## config.mk

```make
export PLATFORM = sky130hd
export DESIGN_NAME = hazard_ctrl
export DESIGN_NICKNAME = d
export VERILOG_FILES = /design/src/rtl/hazard_ctrl.sv
export SDC_FILE = /design/constraint.sdc
export NUM_CORES = 1
export LEC_CHECK = 0
export CORE_AREA = 10 10 50 55
export DETAILED_ROUTE_END_ITERATION = 8
export DIE_AREA = 0 0 60 65
export GPL_TIMING_DRIVEN = 0
export PLACE_DENSITY = 0.87
export SYNTH_ARGS = -nofsm -noshare
export SYNTH_HDL_FRONTEND = slang
export SYNTH_SLANG_ARGS = --single-unit
export TNS_END_PERCENT = 30
```

## constraint.sdc

```tcl
create_clock -name clk -period 2.83 [get_ports clk]
set_input_delay 0.7075 -clock clk [delete_from_list [all_inputs] [get_ports clk]]
set_output_delay 0.7075 -clock clk [all_outputs]
set_load 0.005 [all_outputs]
```

## src/rtl/hazard_ctrl.sv

```systemverilog
// hazard_ctrl: pipeline hazard controller.
// Generates the stall/flush controls for the IF stage, IF_ID and ID_EX
// registers, plus a global pipeline hold for data-memory waits.
// Hazard classes handled:
//   - load-use: multi-cycle bubble insertion.
//   - taken branch: flush of IF_ID and ID_EX.
//   - memory wait: full freeze with timeout.
// Per-cycle priority is memory wait, then branch, then load-use.
// Outputs are Mealy, so the detecting cycle already carries the control.
// Optional feature: define HAZARD_PERF_CNT_EN to add saturating
// stall/flush/wait event counters as extra outputs.
module hazard_ctrl #(
  parameter int LOAD_LAT    = 1,
  parameter int MEM_TIMEOUT = 255,
  parameter int REG_AW      = 5
) (
  input  logic              clk,
  input  logic              rst,
  input  logic [REG_AW-1:0] id_rs,
  input  logic [REG_AW-1:0] id_rt,
  input  logic              id_uses_rt,
  input  logic              ex_memread,
  input  logic [REG_AW-1:0] ex_rd,
  input  logic              branch_taken,
  input  logic              mem_req,
  input  logic              mem_ready,
  output logic              PCWrite,
  output logic              IF_IDWrite,
  output logic              IF_IDFlash,
  output logic              ID_EXFlash,
  output logic              PipeHold,
`ifdef HAZARD_PERF_CNT_EN
  output logic [31:0]       stall_cnt,
  output logic [31:0]       flush_cnt,
  output logic [31:0]       wait_cnt,
`endif
  output logic              mem_err
);

  typedef enum logic [1:0] {
    ST_RUN     = 2'd0,
    ST_LUSTALL = 2'd1,
    ST_MEMWAIT = 2'd2
  } state_t;

  // Stall counter reload: the detecting RUN cycle is the first bubble.
  localparam logic [2:0] LU_RELOAD = 3'(LOAD_LAT - 1);
  localparam logic [7:0] TO_LIMIT  = 8'(MEM_TIMEOUT);

  state_t      r_state;
  state_t      w_state_nxt;
  logic [2:0]  r_scnt;
  logic [2:0]  w_scnt_nxt;
  logic [7:0]  r_tcnt;
  logic [7:0]  w_tcnt_nxt;

  logic w_lu;
  logic w_memcond;
  logic w_pcwrite;
  logic w_ifidwrite;
  logic w_ifidflash;
  logic w_idexflash;
  logic w_pipehold;
  logic w_memerr;
  logic w_stall_evt;
  logic w_flush_evt;

  // A load in EX whose (non-zero) destination is read by the ID instruction.
  assign w_lu = ex_memread && (ex_rd != {REG_AW{1'b0}}) &&
                ((ex_rd == id_rs) || (id_uses_rt && (ex_rd == id_rt)));

  // A memory access that does not complete this cycle forces a freeze.
  assign w_memcond = mem_req && !mem_ready;

  // State and counter registers; reset returns to RUN with counters cleared.
  always_ff @(posedge clk or negedge rst) begin
    if (!rst) begin
      r_state <= ST_RUN;
      r_scnt  <= 3'd0;
      r_tcnt  <= 8'd0;
    end else begin
      r_state <= w_state_nxt;
      r_scnt  <= w_scnt_nxt;
      r_tcnt  <= w_tcnt_nxt;
    end
  end

  // Next-state, counter update and Mealy control outputs.
  always_comb begin
    w_state_nxt = r_state;
    w_scnt_nxt  = r_scnt;
    w_tcnt_nxt  = r_tcnt;
    w_pcwrite   = 1'b1;
    w_ifidwrite = 1'b1;
    w_ifidflash = 1'b0;
    w_idexflash = 1'b0;
    w_pipehold  = 1'b0;
    w_memerr    = 1'b0;
    w_stall_evt = 1'b0;
    w_flush_evt = 1'b0;
    case (r_state)
      ST_RUN: begin
        if (w_memcond) begin
          w_pcwrite   = 1'b0;
          w_ifidwrite = 1'b0;
          w_pipehold  = 1'b1;
          w_state_nxt = ST_MEMWAIT;
          w_tcnt_nxt  = 8'd1;
        end else if (branch_taken) begin
          // The dependent instruction is flushed, so any load-use is moot.
          w_ifidflash = 1'b1;
          w_idexflash = 1'b1;
          w_flush_evt = 1'b1;
        end else if (w_lu) begin
          w_pcwrite   = 1'b0;
          w_ifidwrite = 1'b0;
          w_idexflash = 1'b1;
          w_stall_evt = 1'b1;
          if (LOAD_LAT > 1) begin
            w_state_nxt = ST_LUSTALL;
            w_scnt_nxt  = LU_RELOAD;
          end else begin
            w_state_nxt = ST_RUN;
          end
        end else begin
          w_state_nxt = ST_RUN;
        end
      end
      ST_LUSTALL: begin
        if (w_memcond) begin
          // Remaining bubbles are dropped; load-use is re-checked after the wait.
          w_pcwrite   = 1'b0;
          w_ifidwrite = 1'b0;
          w_pipehold  = 1'b1;
          w_state_nxt = ST_MEMWAIT;
          w_scnt_nxt  = 3'd0;
          w_tcnt_nxt  = 8'd1;
        end else if (branch_taken) begin
          w_ifidflash = 1'b1;
          w_idexflash = 1'b1;
          w_flush_evt = 1'b1;
          w_state_nxt = ST_RUN;
          w_scnt_nxt  = 3'd0;
        end else begin
          w_pcwrite   = 1'b0;
          w_ifidwrite = 1'b0;
          w_idexflash = 1'b1;
          w_stall_evt = 1'b1;
          if (r_scnt <= 3'd1) begin
            w_state_nxt = ST_RUN;
            w_scnt_nxt  = 3'd0;
          end else begin
            w_scnt_nxt  = r_scnt - 3'd1;
          end
        end
      end
      ST_MEMWAIT: begin
        // EX is frozen, so a branch seen here is re-presented later.
        w_pcwrite   = 1'b0;
        w_ifidwrite = 1'b0;
        w_pipehold  = 1'b1;
        if (mem_ready) begin
          w_state_nxt = ST_RUN;
          w_tcnt_nxt  = 8'd0;
        end else if (r_tcnt >= TO_LIMIT) begin
          w_memerr    = 1'b1;
          w_state_nxt = ST_RUN;
          w_tcnt_nxt  = 8'd0;
        end else if (r_tcnt != 8'hFF) begin
          w_tcnt_nxt  = r_tcnt + 8'd1;
        end else begin
          w_tcnt_nxt  = r_tcnt;
        end
      end
      default: begin
        w_state_nxt = ST_RUN;
        w_scnt_nxt  = 3'd0;
        w_tcnt_nxt  = 8'd0;
      end
    endcase
  end

  // While reset is asserted the outputs take their reset values at once.
  assign PCWrite    = rst ? w_pcwrite   : 1'b0;
  assign IF_IDWrite = rst ? w_ifidwrite : 1'b0;
  assign IF_IDFlash = rst ? w_ifidflash : 1'b1;
  assign ID_EXFlash = rst ? w_idexflash : 1'b1;
  assign PipeHold   = rst ? w_pipehold  : 1'b0;
  assign mem_err    = rst ? w_memerr    : 1'b0;

`ifdef HAZARD_PERF_CNT_EN
  logic [31:0] r_stall_cnt;
  logic [31:0] r_flush_cnt;
  logic [31:0] r_wait_cnt;

  // Saturating event counters for stall bubbles, branch flushes and holds.
  always_ff @(posedge clk or negedge rst) begin
    if (!rst) begin
      r_stall_cnt <= 32'd0;
      r_flush_cnt <= 32'd0;
      r_wait_cnt  <= 32'd0;
    end else begin
      if (w_stall_evt && (r_stall_cnt != 32'hFFFF_FFFF)) begin
        r_stall_cnt <= r_stall_cnt + 32'd1;
      end
      if (w_flush_evt && (r_flush_cnt != 32'hFFFF_FFFF)) begin
        r_flush_cnt <= r_flush_cnt + 32'd1;
      end
      if (w_pipehold && (r_wait_cnt != 32'hFFFF_FFFF)) begin
        r_wait_cnt <= r_wait_cnt + 32'd1;
      end
    end
  end

  assign stall_cnt = r_stall_cnt;
  assign flush_cnt = r_flush_cnt;
  assign wait_cnt  = r_wait_cnt;
`else
  // Event strobes only feed the optional counters.
  logic w_unused_evt;
  assign w_unused_evt = w_stall_evt ^ w_flush_evt;
`endif

endmodule

```

==> impl_summary.txt <==
----------------------------------------------------
[STA]
  Upper clock frequency limit ... 0.361 GHz
  Post-route setup TNS ... 0 ns
  Worst relative slew slack ... 63.0%
  Final setup viols ... 0
  Transition time of the tightest slew-check pin ... 0.555 ns
  Slew Viols, Final ... 0
  Crit share post-route ... 97.9%
  Time the final worst path needs with I/O delays and setup ... 2.77 ns
  Setup skew after layout ... 0.00181 ns
  Final count of hold timing violations ... 0

[Synth]
  Area share of the largest cell type after synthesis ... 34.3%
  Fraction of registers with async set or reset after synthesis ... 100%
  Count of unique library cells instantiated by Yosys ... 33
  Top flip-flop cell by instance count after synthesis ... sky130_fd_sc_hd__dfrtp_1
  Number of enable-type register cells in the synthesized netlist ... 0
  Area contributors post-synth ... sky130_fd_sc_hd__dfrtp_1 34%, sky130_fd_sc_hd__xor2_1 13%, sky130_fd_sc_hd__o21ai_0 3.8%
  Top cell type by total area after synthesis ... sky130_fd_sc_hd__dfrtp_1
  Synthesized Nets ... 95
  Sequential area share after synthesis ... 34.3%
  Cells after synthesis ... 72
  Syn_area_per_cell ... 9.12 µm²
  Area of the mapped netlist ... 657 µm²
  Seq cells post-synth ... 9
  Synthesis Warnings ... 0

[Critical path]
  Worst setup EP type ... output pin
  Arr. time, crit path ... 2.06 ns
  Worst R2R Setup Slack ... 1.35 ns
  Register-to-Register Path Depth ... 5
  Family with the most delay on the worst path ... compound AO/OA/AOI/OAI gates
  Worst path slowest cell ... sky130_fd_sc_hd__o311a_1
  Critical setup path kind ... primary input to output pin
  Data required, critical path ... 2.12 ns
  CP peak stage delay ... 0.39 ns
  Critical path, cell by cell ... clkdlybuf4s15_1 -> xor2_1 -> nor4_2 -> a32oi_1 -> o311a_1 -> buf_4 -> buf_6
  Critical path fanouts, max ... 3
  Type of element launching the critical path ... primary input
  Reg-to-Reg End ... r_tcnt[4]
  Start of the worst register-to-register path ... r_tcnt[0]
  CP Buf/Inv Count ... 3

[Clock network]
  Latest clock arrival within the worst-skew pair ... 0.27 ns
  TritonCTS clock tree ... done
  Clock H-tree levels ... 1
  # clock sinks ... 9
  Number of buffers created by CTS ... 3
  Clock-pin slew of the registers on the worst-case setup and hold paths ... 0.07 ns
  CTS max path bufs ... 2
  CTS Root Buffer Type ... sky130_fd_sc_hd__clkbuf_4
  Hold-fix buffers, CTS ... 0

[GRT]
  Overall routing resource usage ... 10.0%
  Antenna violations before repair ... 0
  Global-route wire length before repair ... 3150 µm
  Overflow left after global routing ... 0
  Vias in the first global route ... 720
  Largest net degree at the start of global routing ... 15

[Power]
  Worst vdd rail ir drop ... 0.213 mV
  Static power due to leakage ... 0.493 nW
  Power per cell area ... 451 nW/µm²
  Final total power ... 0.442 mW

[Floorplanning]
  Num ports ... 28
  FP Rows ... 16
  Y dimension of the die ... 65 µm
  Core Box Area ... 1720 µm²
  Overall die area ... 3900 µm²
  Horiz. Die Dim ... 60 µm
  Effective utilization at floorplan ... 38.2%

[Detailed routing]
  First-iteration detailed-routing DRC count ... 31
  DRC violations left ... 0
  Detail-routed via count per cell ... 5.80
  Total wire length ... 1980 µm
  Number of detailed-routing iterations run before antenna repair ... 4
  Average wire per cell in the routed design ... 16.3 µm
  Via count ... 707
  Remaining number of nets flagged by the antenna check after routing ... 0

[Job]
  Max Cap Viol ... 0

[Worst hold path]
  Path category of the worst min-delay check ... primary input to async pin

[Layout]
  Seq. cell area ... 225 µm²
  Nets ... 128
  Most used cells in the layout excluding fill and tap cells ... 10 x sky130_fd_sc_hd__xor2_1, 9 x sky130_fd_sc_hd__dfrtp_1, 8 x sky130_fd_sc_hd__clkbuf_2, 7 x sky130_fd_sc_hd__dlymetal6s2s_1, 6 x sky130_fd_sc_hd__clkdlybuf4s50_1
  Antenna fix cells ... 0
  Area Growth Syn to Fin ... 49.1%
  Area of the multi-input gates ... 438 µm²
  # fillers ... 169
  Post-route cell area ... 980 µm²
  Most common cell after layout, fill and taps aside ... sky130_fd_sc_hd__xor2_1
  Fraction of final layout cells sized beyond drive strength 1 ... 21.2%

[Placed design]
  Half-perimeter wire length after detailed placement ... 1500 µm
  Final weighted congestion in routability-driven placement ... 0.820
  Number of buffer cells added on primary ports ... 27
  Instance area at placement ... 950 µm²

[Run status]
  Run status ... completed

----------------------------------------------------
report_power, final:
part	switching, mW	leakage (nW)	internal, mW
Clock	0.0509	0.0150	0.0546
Combinational	0.0731	0.358	0.0811
Sequential	0.0297	0.120	0.153
Total	0.154	0.493	0.288
worst register-to-register path: cells and delay by family (launching register included):
family,cells,cell delay [ns]
DFF,1,0.39
adders and majority gates,1,0.21
AOI/OAI and AO/OA,2,0.53
and+or+nand+nor,2,0.23
flip-flops by register name, indices dropped and copies added (netlist names):
register,count
r_state,1
r_tcnt,8
synth_stat cells (2+ instances only):
cell type                 count
sky130_fd_sc_hd__nand3_1      2
sky130_fd_sc_hd__o21ai_0      5
sky130_fd_sc_hd__nand2_1      5
sky130_fd_sc_hd__xor2_1      10
sky130_fd_sc_hd__a21o_1       2
sky130_fd_sc_hd__and2_1       2
sky130_fd_sc_hd__nand4_1      2
sky130_fd_sc_hd__nor2_1       2
sky130_fd_sc_hd__and3_1       3
sky130_fd_sc_hd__a31oi_1      2
sky130_fd_sc_hd__nor3_1       3
sky130_fd_sc_hd__dfrtp_1      9
sky130_fd_sc_hd__a21oi_1      3
sky130_fd_sc_hd__o21a_1       3
cell type report:
type                            count  share of cell area, %
Buffer                              2                   1.28
Clock buffer                        4                   2.68
Inverter                            1                  0.383
Multi-Input combinational cell     60                   44.7
Sequential cell                     9                   23.0
Tap cell                           18                   2.30
Timing Repair Buffer               28                   25.7
per-stage QoR:
stage / hold WS (ns) / utilization (%) / setup WS, ns / instances
after floorplan: 0.412 / - / 0.380 / 72
after global placement: 0.491 / 55.2 / -0.634 / 117
after detailed placement: 0.514 / 55.2 / -0.648 / 117
after CTS: 0.542 / 57.0 / -0.0369 / 122
after global routing: 0.559 / 56.9 / -0.00204 / 122
final: 0.529 / 56.9 / 0.0597 / 122
worst max-delay path by stage:
stage	start	to	slack, ns	cells after the start
floorplan	ex_rd[3]	PCWrite	0.38	5
global placement	ex_rd[1]	PCWrite	-0.63	6
detailed placement	ex_rd[1]	PCWrite	-0.65	6
CTS	id_rs[4]	PCWrite	-0.04	7
global route	ex_rd[1]	PCWrite	-0.002	7
finish	ex_rd[1]	PCWrite	0.06	7
cells by family after synthesis:
logic type / count (synthesis) / synth area share [%]
adders and majority gates: 1 / 1.90
AOI/OAI and AO/OA: 23 / 24.4
buffers and inverters: 3 / 2.48
xor gates and xnor gates: 11 / 14.7
and+or+nand+nor: 25 / 22.3
DFF: 9 / 34.3
per-layer routing:
| layer | GRT usage [%] | vias up | wire (µm) |
|---|---|---|---|
| li1 | - | 334 | - |
| met1 | 10.1 | 327 | 764 |
| met2 | 16.2 | 42 | 942 |
| met3 | 5.85 | 4 | 254 |
| met4 | 4.21 | 0 | 21 |
| met5 | 0 | - | 0 |
repair_timing:
item / CTS / global route
pin swaps: 4 / 6
endpoints found under the setup margin: 6 / 3
buffers inserted: 1 / 0
resized for setup: 27 / 22
Power figures use the tool's default switching activity.
